File: config.mk
export PLATFORM = sky130hd
export DESIGN_NAME = ahb_lite_single_master
export DESIGN_NICKNAME = d
export VERILOG_FILES = /design/src/rtl/ahb_lite_single_master_pkg.sv /design/src/rtl/ahb_lite_lane_mux.sv /design/src/rtl/ahb_lite_single_master.sv
export SDC_FILE = /design/constraint.sdc
export NUM_CORES = 1
export LEC_CHECK = 0
export ABC_AREA = 1
export CORE_MARGIN = 2
export CORE_UTILIZATION = 50
export CTS_BUF_LIST = sky130_fd_sc_hd__clkbuf_8
export CTS_CLUSTER_DIAMETER = 150
export CTS_CLUSTER_SIZE = 40
export DETAILED_ROUTE_END_ITERATION = 8
export GPL_TIMING_DRIVEN = 0
export PLACE_DENSITY = 0.91
export RECOVER_POWER = 25
export SLEW_MARGIN = 20
export SYNTH_ARGS = -nofsm -noshare
export SYNTH_HDL_FRONTEND = slang
export SYNTH_SLANG_ARGS = --single-unit
File: constraint.sdc
create_clock -name HCLK -period 3.25 [get_ports HCLK]
set_clock_uncertainty 0.2 [all_clocks]
set_input_delay 0.975 -clock HCLK [delete_from_list [all_inputs] [get_ports HCLK]]
set_output_delay 0.975 -clock HCLK [all_outputs]
set_load 0.01 [all_outputs]
File: src/rtl/ahb_lite_single_master_pkg.sv
// -----------------------------------------------------------------------------
// ahb_lite_single_master_pkg
// Purpose : AHB-Lite bus encodings shared by the single-master initiator and
//           the slaves on the same bus (transfer type, size, burst, response).
// Ports   : none (package).
// -----------------------------------------------------------------------------
package ahb_lite_single_master_pkg;

    localparam logic [1:0] HTRANS_IDLE   = 2'b00;
    localparam logic [1:0] HTRANS_BUSY   = 2'b01;
    localparam logic [1:0] HTRANS_NONSEQ = 2'b10;
    localparam logic [1:0] HTRANS_SEQ    = 2'b11;

    localparam logic [2:0] HSIZE_BYTE    = 3'b000;
    localparam logic [2:0] HSIZE_HALF    = 3'b001;
    localparam logic [2:0] HSIZE_WORD    = 3'b010;

    localparam logic [2:0] HBURST_SINGLE = 3'b000;

    localparam logic       HRESP_OKAY    = 1'b0;
    localparam logic       HRESP_ERROR   = 1'b1;

endpackage

File: src/rtl/ahb_lite_lane_mux.sv
// -----------------------------------------------------------------------------
// ahb_lite_lane_mux
// Purpose : Combinational byte-lane steering for the AHB-Lite initiator.
//           Write side: replicates right-aligned request data onto all lanes
//           and flags misaligned / illegal-size requests.
//           Read side : extracts the addressed lane(s) from HRDATA, zero-extended.
// Ports   : req_size_i/req_addr_lo_i/req_wdata_i -> lane_wdata_o, req_bad_o
//           rd_size_i/rd_addr_lo_i/hrdata_i       -> rd_data_o
// -----------------------------------------------------------------------------
module ahb_lite_lane_mux
    import ahb_lite_single_master_pkg::*;
(
    input  logic [2:0]  req_size_i,
    input  logic [1:0]  req_addr_lo_i,
    input  logic [31:0] req_wdata_i,
    output logic [31:0] lane_wdata_o,
    output logic        req_bad_o,
    input  logic [2:0]  rd_size_i,
    input  logic [1:0]  rd_addr_lo_i,
    input  logic [31:0] hrdata_i,
    output logic [31:0] rd_data_o
);

    always_comb begin
        lane_wdata_o = req_wdata_i;
        req_bad_o    = 1'b0;
        case (req_size_i)
            HSIZE_BYTE: lane_wdata_o = {4{req_wdata_i[7:0]}};
            HSIZE_HALF: begin
                lane_wdata_o = {2{req_wdata_i[15:0]}};
                req_bad_o    = req_addr_lo_i[0];
            end
            HSIZE_WORD: req_bad_o = |req_addr_lo_i;
            default:    req_bad_o = 1'b1;
        endcase
    end

    always_comb begin
        rd_data_o = hrdata_i;
        case (rd_size_i)
            HSIZE_BYTE: rd_data_o = {24'h0, hrdata_i[{rd_addr_lo_i, 3'b000} +: 8]};
            HSIZE_HALF: rd_data_o = {16'h0, hrdata_i[{rd_addr_lo_i[1], 4'b0000} +: 16]};
            default:    rd_data_o = hrdata_i;
        endcase
    end

endmodule

File: src/rtl/ahb_lite_single_master.sv
// -----------------------------------------------------------------------------
// ahb_lite_single_master
// Purpose : Turns single requests on a valid/ready port into single NONSEQ
//           AHB-Lite transfers and returns read data / status on a valid/ready
//           response port. Used by debug and boot-loader logic without a CPU.
// Ports   : HCLK, HRESETn (async active-low)
//           req_valid/req_ready/req_write/req_addr/req_size/req_wdata
//           rsp_valid/rsp_ready/rsp_rdata/rsp_err/rsp_timeout
//           AHB-Lite master: HADDR HWRITE HSIZE HTRANS HWDATA HBURST HMASTLOCK
//           HPROT out; HRDATA HREADY HRESP in.
// -----------------------------------------------------------------------------
module ahb_lite_single_master
    import ahb_lite_single_master_pkg::*;
#(
    parameter int unsigned TIMEOUT_CYCLES = 1024,
    parameter logic [3:0]  HPROT_VALUE    = 4'b0011
) (
    input  logic        HCLK,
    input  logic        HRESETn,
    input  logic        req_valid,
    output logic        req_ready,
    input  logic        req_write,
    input  logic [31:0] req_addr,
    input  logic [2:0]  req_size,
    input  logic [31:0] req_wdata,
    output logic        rsp_valid,
    input  logic        rsp_ready,
    output logic [31:0] rsp_rdata,
    output logic        rsp_err,
    output logic        rsp_timeout,
    output logic [31:0] HADDR,
    output logic        HWRITE,
    output logic [2:0]  HSIZE,
    output logic [1:0]  HTRANS,
    output logic [31:0] HWDATA,
    output logic [2:0]  HBURST,
    output logic        HMASTLOCK,
    output logic [3:0]  HPROT,
    input  logic [31:0] HRDATA,
    input  logic        HREADY,
    input  logic        HRESP
);

    localparam logic [1:0]  ST_IDLE = 2'd0;
    localparam logic [1:0]  ST_ADDR = 2'd1;
    localparam logic [1:0]  ST_DATA = 2'd2;
    localparam logic [1:0]  ST_RESP = 2'd3;
    localparam logic [31:0] TIMEOUT_LAST = 32'(TIMEOUT_CYCLES - 1);

    logic [1:0]  state_q,       state_d;
    logic [31:0] haddr_q,       haddr_d;
    logic        hwrite_q,      hwrite_d;
    logic [2:0]  hsize_q,       hsize_d;
    logic [1:0]  htrans_q,      htrans_d;
    logic [31:0] hwdata_q,      hwdata_d;
    logic [31:0] wdata_q,       wdata_d;
    logic        rsp_valid_q,   rsp_valid_d;
    logic        rsp_err_q,     rsp_err_d;
    logic        rsp_timeout_q, rsp_timeout_d;
    logic [31:0] rsp_rdata_q,   rsp_rdata_d;
    logic [31:0] wait_cnt_q,    wait_cnt_d;
    // Set after a forced completion: the slave may still own the data phase,
    // so no new transfer is launched until HREADY is seen high again.
    logic        stall_q,       stall_d;

    logic        accept_ok;
    logic [31:0] lane_wdata;
    logic        req_bad;
    logic [31:0] lane_rdata;

    ahb_lite_lane_mux u_lane_mux (
        .req_size_i    (req_size),
        .req_addr_lo_i (req_addr[1:0]),
        .req_wdata_i   (req_wdata),
        .lane_wdata_o  (lane_wdata),
        .req_bad_o     (req_bad),
        .rd_size_i     (hsize_q),
        .rd_addr_lo_i  (haddr_q[1:0]),
        .hrdata_i      (HRDATA),
        .rd_data_o     (lane_rdata)
    );

    assign accept_ok = (state_q == ST_IDLE) && !stall_q;
    // Forced low during reset so nothing is accepted while the bus is held.
    assign req_ready = accept_ok && HRESETn;

    always_comb begin
        state_d       = state_q;
        haddr_d       = haddr_q;
        hwrite_d      = hwrite_q;
        hsize_d       = hsize_q;
        htrans_d      = htrans_q;
        hwdata_d      = hwdata_q;
        wdata_d       = wdata_q;
        rsp_valid_d   = rsp_valid_q;
        rsp_err_d     = rsp_err_q;
        rsp_timeout_d = rsp_timeout_q;
        rsp_rdata_d   = rsp_rdata_q;
        wait_cnt_d    = wait_cnt_q;
        stall_d       = stall_q;
        case (state_q)
            ST_IDLE: begin
                if (stall_q && HREADY) begin
                    stall_d = 1'b0;
                end
                if (req_valid && accept_ok) begin
                    if (req_bad) begin
                        // Rejected locally; the bus never sees this request.
                        state_d       = ST_RESP;
                        rsp_valid_d   = 1'b1;
                        rsp_err_d     = 1'b1;
                        rsp_timeout_d = 1'b0;
                        rsp_rdata_d   = 32'h0;
                    end else begin
                        state_d  = ST_ADDR;
                        htrans_d = HTRANS_NONSEQ;
                        haddr_d  = req_addr;
                        hwrite_d = req_write;
                        hsize_d  = req_size;
                        wdata_d  = lane_wdata;
                    end
                end
            end
            ST_ADDR: begin
                if (HREADY) begin
                    state_d    = ST_DATA;
                    htrans_d   = HTRANS_IDLE;
                    wait_cnt_d = 32'h0;
                    if (hwrite_q) begin
                        hwdata_d = wdata_q;
                    end
                end
            end
            ST_DATA: begin
                if (HREADY) begin
                    state_d       = ST_RESP;
                    rsp_valid_d   = 1'b1;
                    rsp_err_d     = (HRESP == HRESP_ERROR);
                    rsp_timeout_d = 1'b0;
                    rsp_rdata_d   = (!hwrite_q && HRESP == HRESP_OKAY) ? lane_rdata : 32'h0;
                end else if (TIMEOUT_CYCLES != 0 && wait_cnt_q == TIMEOUT_LAST) begin
                    state_d       = ST_RESP;
                    rsp_valid_d   = 1'b1;
                    rsp_err_d     = 1'b0;
                    rsp_timeout_d = 1'b1;
                    rsp_rdata_d   = 32'h0;
                    stall_d       = 1'b1;
                end else begin
                    wait_cnt_d = wait_cnt_q + 32'h1;
                end
            end
            ST_RESP: begin
                if (rsp_ready) begin
                    state_d     = ST_IDLE;
                    rsp_valid_d = 1'b0;
                end
            end
            default: state_d = ST_IDLE;
        endcase
    end

    always_ff @(posedge HCLK or negedge HRESETn) begin
        if (!HRESETn) begin
            state_q       <= ST_IDLE;
            haddr_q       <= 32'h0;
            hwrite_q      <= 1'b0;
            hsize_q       <= 3'b000;
            htrans_q      <= HTRANS_IDLE;
            hwdata_q      <= 32'h0;
            wdata_q       <= 32'h0;
            rsp_valid_q   <= 1'b0;
            rsp_err_q     <= 1'b0;
            rsp_timeout_q <= 1'b0;
            rsp_rdata_q   <= 32'h0;
            wait_cnt_q    <= 32'h0;
            stall_q       <= 1'b0;
        end else begin
            state_q       <= state_d;
            haddr_q       <= haddr_d;
            hwrite_q      <= hwrite_d;
            hsize_q       <= hsize_d;
            htrans_q      <= htrans_d;
            hwdata_q      <= hwdata_d;
            wdata_q       <= wdata_d;
            rsp_valid_q   <= rsp_valid_d;
            rsp_err_q     <= rsp_err_d;
            rsp_timeout_q <= rsp_timeout_d;
            rsp_rdata_q   <= rsp_rdata_d;
            wait_cnt_q    <= wait_cnt_d;
            stall_q       <= stall_d;
        end
    end

    assign HADDR       = haddr_q;
    assign HWRITE      = hwrite_q;
    assign HSIZE       = hsize_q;
    assign HTRANS      = htrans_q;
    assign HWDATA      = hwdata_q;
    assign HBURST      = HBURST_SINGLE;
    assign HMASTLOCK   = 1'b0;
    assign HPROT       = HPROT_VALUE;
    assign rsp_valid   = rsp_valid_q;
    assign rsp_err     = rsp_err_q;
    assign rsp_timeout = rsp_timeout_q;
    assign rsp_rdata   = rsp_rdata_q;

endmodule
# After elaboration in Yosys (flattened, before gate mapping)
# Index checks and enable logic that the tools add are counted.
dict set report totals {
  regBits 172
  word_cells 98
  out_inout_bits 114
}
dict set report op_classes {
  n_bitwise 2
  muxes 40
  shifts 2
  add_sub_neg 1
  n_reduce_logical 23
  n_eq_ne 17
}
# operator count
set op_table {}
lappend op_table {{$mux 32} 8}
lappend op_table {{$pmux 32 s2} 4}
lappend op_table {{$add 32x1->32 const B} 1}
lappend op_table {{$eq 32x10->1 const B} 1}
lappend op_table {{$shiftx 32x6->16} 1}
lappend op_table {{$shiftx 32x6->8} 1}
lappend op_table {{$reduce_and 4->1} 5}
lappend op_table {{$mux 2} 9}
lappend op_table {{$ne 2x2->1 const B} 7}
lappend op_table {{$mux 1} 12}
lappend op_table {{$pmux 2 s4} 1}
lappend op_table {{$eq 3x1->1 const B} 2}
lappend op_table {{$logic_not 3->1} 2}
lappend op_table {{$pmux 1 s2} 3}
lappend op_table {{$pmux 1 s3} 2}
lappend op_table {{$reduce_and 3->1} 2}
lappend op_table {{$reduce_bool 2->1} 3}
lappend op_table {{$logic_and 1x1->1} 5}
lappend op_table {{$reduce_and 5->1} 1}
lappend op_table {{$eq 2x2->1 const B} 2}
lappend op_table {{$ne 2x1->1 const B} 2}
lappend op_table {{$pmux 2 s2} 1}
lappend op_table {{$eq 3x2->1 const B} 1}
lappend op_table {{$ne 3x3->1 const B} 1}
lappend op_table {{6 further kinds} 8}

# Logic depth before layout (Yosys ltp)
# Gate-level depths: netlist of run 1.
dict set report logic_depth {
  word_depth 5
  depth_mapped 11
  depth_no_buf 10
}

# Hierarchy
# Synthesis of run 1 repeated with hierarchy kept, for this count alone.
dict set report hier_totals {
  hier_cells 1132
  hier_area_um2 8896.0
}
# mod instances cells_each area_each_um2 seq_area_each_um2
set modules_own_cells {}
lappend modules_own_cells {ahb_lite_single_master 1 887 7776.2 4279.1}
lappend modules_own_cells {ahb_lite_lane_mux 1 245 1119.8 0.0}

# Least setup slack after synthesis of run 1
# No wires, ideal clock.
dict set report synth_path {
  path_kind {input to output}
  startpoint {input port HRESETn}
  endpoint {output port req_ready}
  path_buffers 0
  stages 2
  arrival_ns 1.166
  path_slack_ns 0.909
  cell_sequence {inv_1 -> nor2_1}
}
dict set report synth_between {
  elab_chain_cells 1
}
# element line
set synth_rtl {}
lappend synth_rtl {{start, declared} ahb_lite_single_master.sv:19} ;# input logic HRESETn,
lappend synth_rtl {{$logic_and 1x1->1} ahb_lite_single_master.sv:85} ;# assign req_ready = accept_ok && HRESETn;
lappend synth_rtl {{end, declared} ahb_lite_single_master.sv:21} ;# output logic req_ready,
# No other way between the ends.

# Worst setup path in the final report of run 1
dict set report layout_path {
  startpoint {register state_q[1]}
  endpoint {output port req_ready}
}
dict set report layout_between {
  elab_chain_cells 3
}
# element line
set layout_rtl {}
lappend layout_rtl {{start, declared} ahb_lite_single_master.sv:50} ;# logic [1:0] state_q, state_d;
lappend layout_rtl {{start signal, assigned} ahb_lite_single_master.sv:178} ;# state_q <= state_d;
lappend layout_rtl {{$logic_not 2->1} ahb_lite_single_master.sv:83} ;# assign accept_ok = (state_q == ST_IDLE) && !stall_q;
lappend layout_rtl {{$logic_and 1x1->1} ahb_lite_single_master.sv:83}
lappend layout_rtl {{$logic_and 1x1->1} ahb_lite_single_master.sv:85}
# No other way between the ends.

==> flow_summary_export.csv, run 1 <==
group,metric,value,unit
outcome,status,"finished with violations",
outcome,violations,"capacitance limit, slew limit",
route,first_pass_iters,7,
route,drt_wl_total,27200,um
timing,min_period_over_period,0.977,
synthesis,synth-xor-area-share,0.00198,
setup_path,crit_slowest_cell,"clkdlybuf4s50_1",
global_routing,overflow,0,
power,powerDensity,733,nW/um^2
floorplan,coreArea,17300,um^2
setup_path,ff2ff_setup_slack,650,ps
synthesis,ys_warn_count,0,
power,p_leak,5.59,nW
synthesis,synthDistinctLibCells,31,
route,drtIter0Drc,748,
synthesis,synth.top_cells.by_count,"nand2_1, dfrtp_1, o21ai_0",
global_routing,grt_usage,0.295,
clock_tree,numCtsBuffers,17,
synthesis,synth_cells,1193,
clock_tree,cts.path.max_buffers,2,
global_routing,grt_antenna_before_repair,0,
route,postRouteAntennaNets,0,
setup_path,worstPathCellList,"inv_1 > ha_4 > nand2_2 > nor2_1 > clkdlybuf4s50_1",
placement,port_buffers,210,
clock_tree,path_clk_slew,110,ps
placement,dp_slack,-184,ps
floorplan,rows,48,
floorplan,die_x,137,um
setup_path,start_kind,"flop",
setup_path,critPathBufInv,2,
clock_tree,h-tree-depth,4,
synthesis,synthTopCellsByArea,"dfrtp_1, nand2_1, o21ai_0",
timing,hold_violations,0,
synthesis,synthMuxAreaShare,0.0204,
global_routing,grt_max_degree,91,
final_layout,fillers,1410,
floorplan,dieArea,18800,um^2
synthesis,syn-cell-area,8840,um^2
timing,max_freq,0.315,GHz
final_layout,layout-drive-gt1-share,0.0720,
global_routing,grt_pass1_wl,43000,um
synthesis,synthAdderAreaFrac,0.00850,
floorplan,io_pins,220,
setup_path,crit_path_end_kind,"output port",
synthesis,synth-edff-count,0,
setup_path,critPathArrivalTime,2000,ps
setup_path,crit_start,"state_q[1]",
synthesis,synth_seq_area_share,0.484,
setup_path,r2r-start,"state_q[0]",
final_layout,multiInputGateArea,3900,um^2
global_routing,first_global_vias,8688,
floorplan,die_h,137,um
final_layout,area_growth,32.5,%
synthesis,synth.avg_cell_area,7.41,um^2
synthesis,synth_simple_gate_area_frac,0.313,
setup_path,cpLargestDelayFamily,"buffers and inverters",
placement,gp_congestion,0.940,
synthesis,ys_async_sr_fraction,1.00,
setup_path,crit_path_max_incr_delay,540,ps
final_layout,register_area,4280,um^2
timing,relSlewSlack,-0.485,
route,vias,8952,
final_layout,final_nets,1543,
setup_path,r2r-end,"rsp_rdata[3]",
synthesis,synth_top_area_frac,0.484,
synthesis,synth_area_leader_cell,"dfrtp_1",
job,drv_cap,1,
clock_tree,clock-sinks,171,
timing,setup_viol,0,
route,wl_per_cell,16.3,um
clock_tree,cts_tree,"built",
clock_tree,clkLatencyLatePin,460,ps
route,drc,0,
route,via_per_inst,5.36,
floorplan,start_util,0.511,
placement,hpwlAfterDp,20400,um
setup_path,r2r_cells,11,
timing,post-route-min-period,3170,ps
worst_hold_path,hold_class,"in2async",
timing,drv_slew,42,
setup_path,required,2070,ps
setup_path,worstPathMaxFanout,6,
clock_tree,cts_setup_buffers,0,
synthesis,ys_ff_latch,171,
timing,tightest_slew,2230,ps
final_layout,diodes,0,
synthesis,synth_ff_type,"dfrtp_1",
synthesis,synth_top_family_by_area,"simple AND/OR/NAND/NOR gates",
synthesis,synth_most_common_cell,"nand2_1",
timing,rsz0062_at_grt,"false",
timing,worst_slack,75.6,ps
power,ir_drop,0.000501,V
synthesis,synth_compound_area_frac,0.0913,
setup_path,critPathKind,"reg2out",
timing,hold_slack,141,ps
clock_tree,cts_root_buf,"clkbuf_8",
-- report_power, final --
part	switching [mW]	internal (mW)
Clock	0.915	0.676
Combinational	2.14	1.61
Sequential	0.420	2.82
-- cells in the final DEF (no fill, tap or decap), types with 7 or more instances in the layout --
cell type	count
nand2_1	448
clkdlybuf4s50_1	209
dfrtp_1	171
o21ai_0	125
nor2_1	112
inv_1	104
nand3_1	62
nand4_1	37
clkbuf_1	28
buf_2	19
clkbuf_8	18
mux2_2	16
a21oi_1	10
buf_4	10
or2_2	9
conb_1	9
o21a_1	7
-- timing repair --
item                                    in CTS  in global routing
cloned                                       1                  0
resized for setup                            5                  1
endpoints found under the setup margin       1                  1
hold buffers                                 0                  0
-- worst max path at each step --
stage	depth (start not counted)	slack, ps	end
floorplan	2	910	req_ready
global placement	1	-6010	rsp_rdata[25]
detailed placement	4	-180	req_ready
CTS	5	20	req_ready
global route	5	10	req_ready
finish	5	80	req_ready
-- cell type report --
| cell class | instances | share of cell area |
|---|---|---|
| plain buffers | 59 | 0.0249 |
| inverters | 109 | 0.0349 |
| well taps | 225 | 0.0240 |
| flip-flops and latches | 171 | 0.365 |
| multi-input cells | 861 | 0.333 |
| clock buffers | 18 | 0.0212 |
| repair buffers | 212 | 0.182 |
| clock inverters | 14 | 0.0147 |
-- logic make-up after synthesis --
group	Yosys count
AOI/OAI and AO/OA	152
xor gates and xnor gates	2
adders and majority gates	6
buffers and inverters	168
DFF	171
muxes	16
other	2
and+or+nand+nor	676
-- through the flow --
step | instances | utilization | instance area, um^2 | setup TNS, ps | power (mW)
2_1_floorplan | 1200 | - | 8860 | 0 | 5.10
3_3_place_gp | 1635 | 0.650 | 11200 | -1031110 | 6.83
3_5_place_dp | 1636 | 0.652 | 11300 | -512 | 6.97
4_1_cts | 1669 | 0.680 | 11800 | 0 | 8.60
5_1_grt | 1669 | 0.677 | 11700 | 0 | 9.11
6_report | 1669 | 0.677 | 11700 | 0 | 8.59
-- sequential cells by signal (all words and copies together) (netlist names) --
name         cells
HADDR           32
HWDATA          32
rsp_rdata       32
wait_cnt_q      32
wdata_q         32
HSIZE            3
state_q          2
HTRANS           1
HWRITE           1
rsp_err          1
rsp_timeout      1
rsp_valid        1
stall_q          1
-- routing by layer --
metal | up-vias | part of all wire | GRT usage
met4 | 0 | 0.028 | 0.111
li1 | 4246 | - | -
met5 | - | 0 | 0
met2 | 445 | 0.47 | 0.470
met3 | 49 | 0.092 | 0.0726
met1 | 4212 | 0.41 | 0.392
No activity file was read; power rests on OpenSTA's default activity.
==> inputs of run 2 (changes only) <==
- CTS_BUF_LIST: sky130_fd_sc_hd__clkbuf_8 -> sky130_fd_sc_hd__clkbuf_16
==> run 2 against run 1 <==
Effect of this change: the flow still finishes with violations (capacitance limit, slew limit); final cell count did not move; register-to-register slack got worse by 120 ps; cell area grew 1.5%; worst hold slack improved by 38 ps; maximum frequency up 0.28%; critical path depth unchanged; sequential power about the same; routed wire length up 1.8%; die area is the same.
==> flow_summary_export.csv, run 2 (synthesis gave the netlist of run 1 again) <==
group,metric,value,unit
final_layout,final_area,11900,um^2
timing,post-route-min-period,3170,ps
clock_tree,ctsHoldBuffers,0,
outcome,violations,"capacitance limit, slew limit",
timing,drv_slew,42,
floorplan,dieArea,18800,um^2
timing,rsz0062_at_grt,"false",
global_routing,grt_usage,0.300,
setup_path,critPathCapture,"req_ready",
final_layout,layout-drive-gt1-share,0.0706,
route,first_pass_iters,6,
power,powerDensity,767,nW/um^2
floorplan,die_h,137,um
final_layout,final_common_cell,"nand2_1",
floorplan,start_util,0.511,
timing,max_freq,0.316,GHz
setup_path,worstPathMaxFanout,6,
setup_path,crit_slowest_cell,"clkdlybuf4s50_1",
floorplan,io_pins,220,
setup_path,r2r_cells,11,
global_routing,grt_antenna_before_repair,0,
clock_tree,numCtsBuffers,17,
setup_path,r2r-end,"rsp_rdata[3]",
placement,postPlaceCellArea,11300,um^2
global_routing,use_met2,0.474,
clock_tree,cts.path.max_buffers,2,
final_layout,mostFrequentLayoutCells,"nand2_1, clkdlybuf4s50_1, dfrtp_1",
floorplan,die_x,137,um
setup_path,crit_path_end_kind,"output port",
timing,relSlewSlack,-0.487,
placement,dp_cells,1636,
setup_path,required,2070,ps
clock_tree,cts_setup_buffers,0,
global_routing,grt-busiest-layer,"met2",
global_routing,grt_pass1_wl,43400,um
clock_tree,h-tree-depth,4,
timing,fin_tns_setup,0,ps
floorplan,rows,48,
job,drv_cap,1,
clock_tree,clock-sinks,171,
global_routing,overflow,0,
route,drt_wl_total,27700,um
global_routing,grt_use_met1,0.385,
global_routing,met3_usage,0.0893,
outcome,status,"finished with violations",
setup_path,critPathKind,"reg2out",
global_routing,grt_max_degree,91,
final_layout,area_growth,34.6,%
timing,min_period_over_period,0.974,
setup_path,crit_start,"state_q[0]",
global_routing,first_global_vias,8767,
placement,port_buffers,210,
final_layout,final_nets,1543,
route,drc,0,
final_layout,instances_no_fill,1669,
setup_path,ff2ff_setup_slack,530,ps
timing,tightest_slew,2230,ps
setup_path,critPathArrivalTime,1990,ps
clock_tree,cts_tree,"built",
power,p_total,9.12,mW
setup_path,crit_path_max_incr_delay,540,ps
setup_path,worstPathCellList,"inv_1 > ha_4 > nand2_2 > nor2_1 > clkdlybuf4s50_1",
placement,gp_congestion,0.940,
route,postRouteAntennaNets,0,
clock_tree,path_clk_slew,70,ps
final_layout,diodes,0,
timing,setup_viol,0,
timing,hold_violations,0,
route,drtIter0Drc,677,
floorplan,coreArea,17300,um^2
route,via_per_inst,5.38,
route,vias,8982,
timing,hold_slack,179,ps
power,ir_drop,0.000515,V
power,p_leak,5.68,nW
clock_tree,cts_root_buf,"clkbuf_16",
route,wl_per_cell,16.6,um
setup_path,start_kind,"flop",
worst_hold_path,hold_class,"in2async",
placement,hpwlAfterDp,20400,um
setup_path,r2r-start,"state_q[0]",
clock_tree,clkLatencyLatePin,440,ps
==> run 2: changes by cell type in the layout (fill, tap and decap cells not counted), sizes merged <==
cell,delta
clkbuf,-1
clkinv,+1
==> run 2: worst max-delay path, delay by kind of cell, from the launching register on <==
| kind | cells | cell delay, ps |
|---|---|---|
| buffers and inverters | 2 | 710 |
| and+or+nand+nor | 2 | 210 |
| DFF | 1 | 430 |
| adders and majority gates | 1 | 210 |
==> run 2: routing by layer <==
| metal | wire length (um) | vias up | share of wire |
|---|---|---|---|
| li1 | - | 4250 | - |
| met1 | 11300 | 4218 | 0.41 |
| met2 | 12900 | 442 | 0.47 |
| met3 | 2640 | 72 | 0.095 |
| met4 | 933 | 0 | 0.034 |
| met5 | 0 | - | 0 |
==> run 2: timing repair <==
| item | 4_1_cts | 5_1_grt |
|---|---|---|
| gates cloned | 1 | 0 |
| resized for setup | 4 | 1 |
| endpoints found under the setup margin | 1 | 1 |
==> run 2: worst min-delay path by stage <==
stage,start,end,slack [ps],cells after the start
after floorplan,wdata_q[24],wdata_q[24],250,2
after global placement,rsp_rdata[1],rsp_rdata[1],260,2
after detailed placement,rsp_rdata[6],rsp_rdata[6],260,2
after CTS,HRESETn,wdata_q[4],190,1
after global routing,HRESETn,wdata_q[4],190,1
final,HRESETn,wdata_q[4],180,1
==> run 2: area by class of cell <==
type | instances | area [um^2]
repair buffers | 212 | 2130
multi-input cells | 861 | 3900
fillers | 1366 | 5410
inverters | 109 | 409
plain buffers | 59 | 292
clock inverters | 15 | 176
well taps | 225 | 282
clock buffers | 17 | 425
flip-flops and latches | 171 | 4280
==> run 2: stage by stage <==
stage / utilization / worst slack, ps
CTS: 0.690 / 20.7
finish: 0.688 / 84.4
floorplan: - / 909
global route: 0.688 / 32.9
global placement: 0.650 / -6010
detailed placement: 0.652 / -184
==> run 2: report_power, final <==
part           total (mW)  internal [mW]  switching [mW]
sequential           3.25           2.82           0.426
clock                2.09           1.10           0.991
combinational        3.78           1.61            2.17
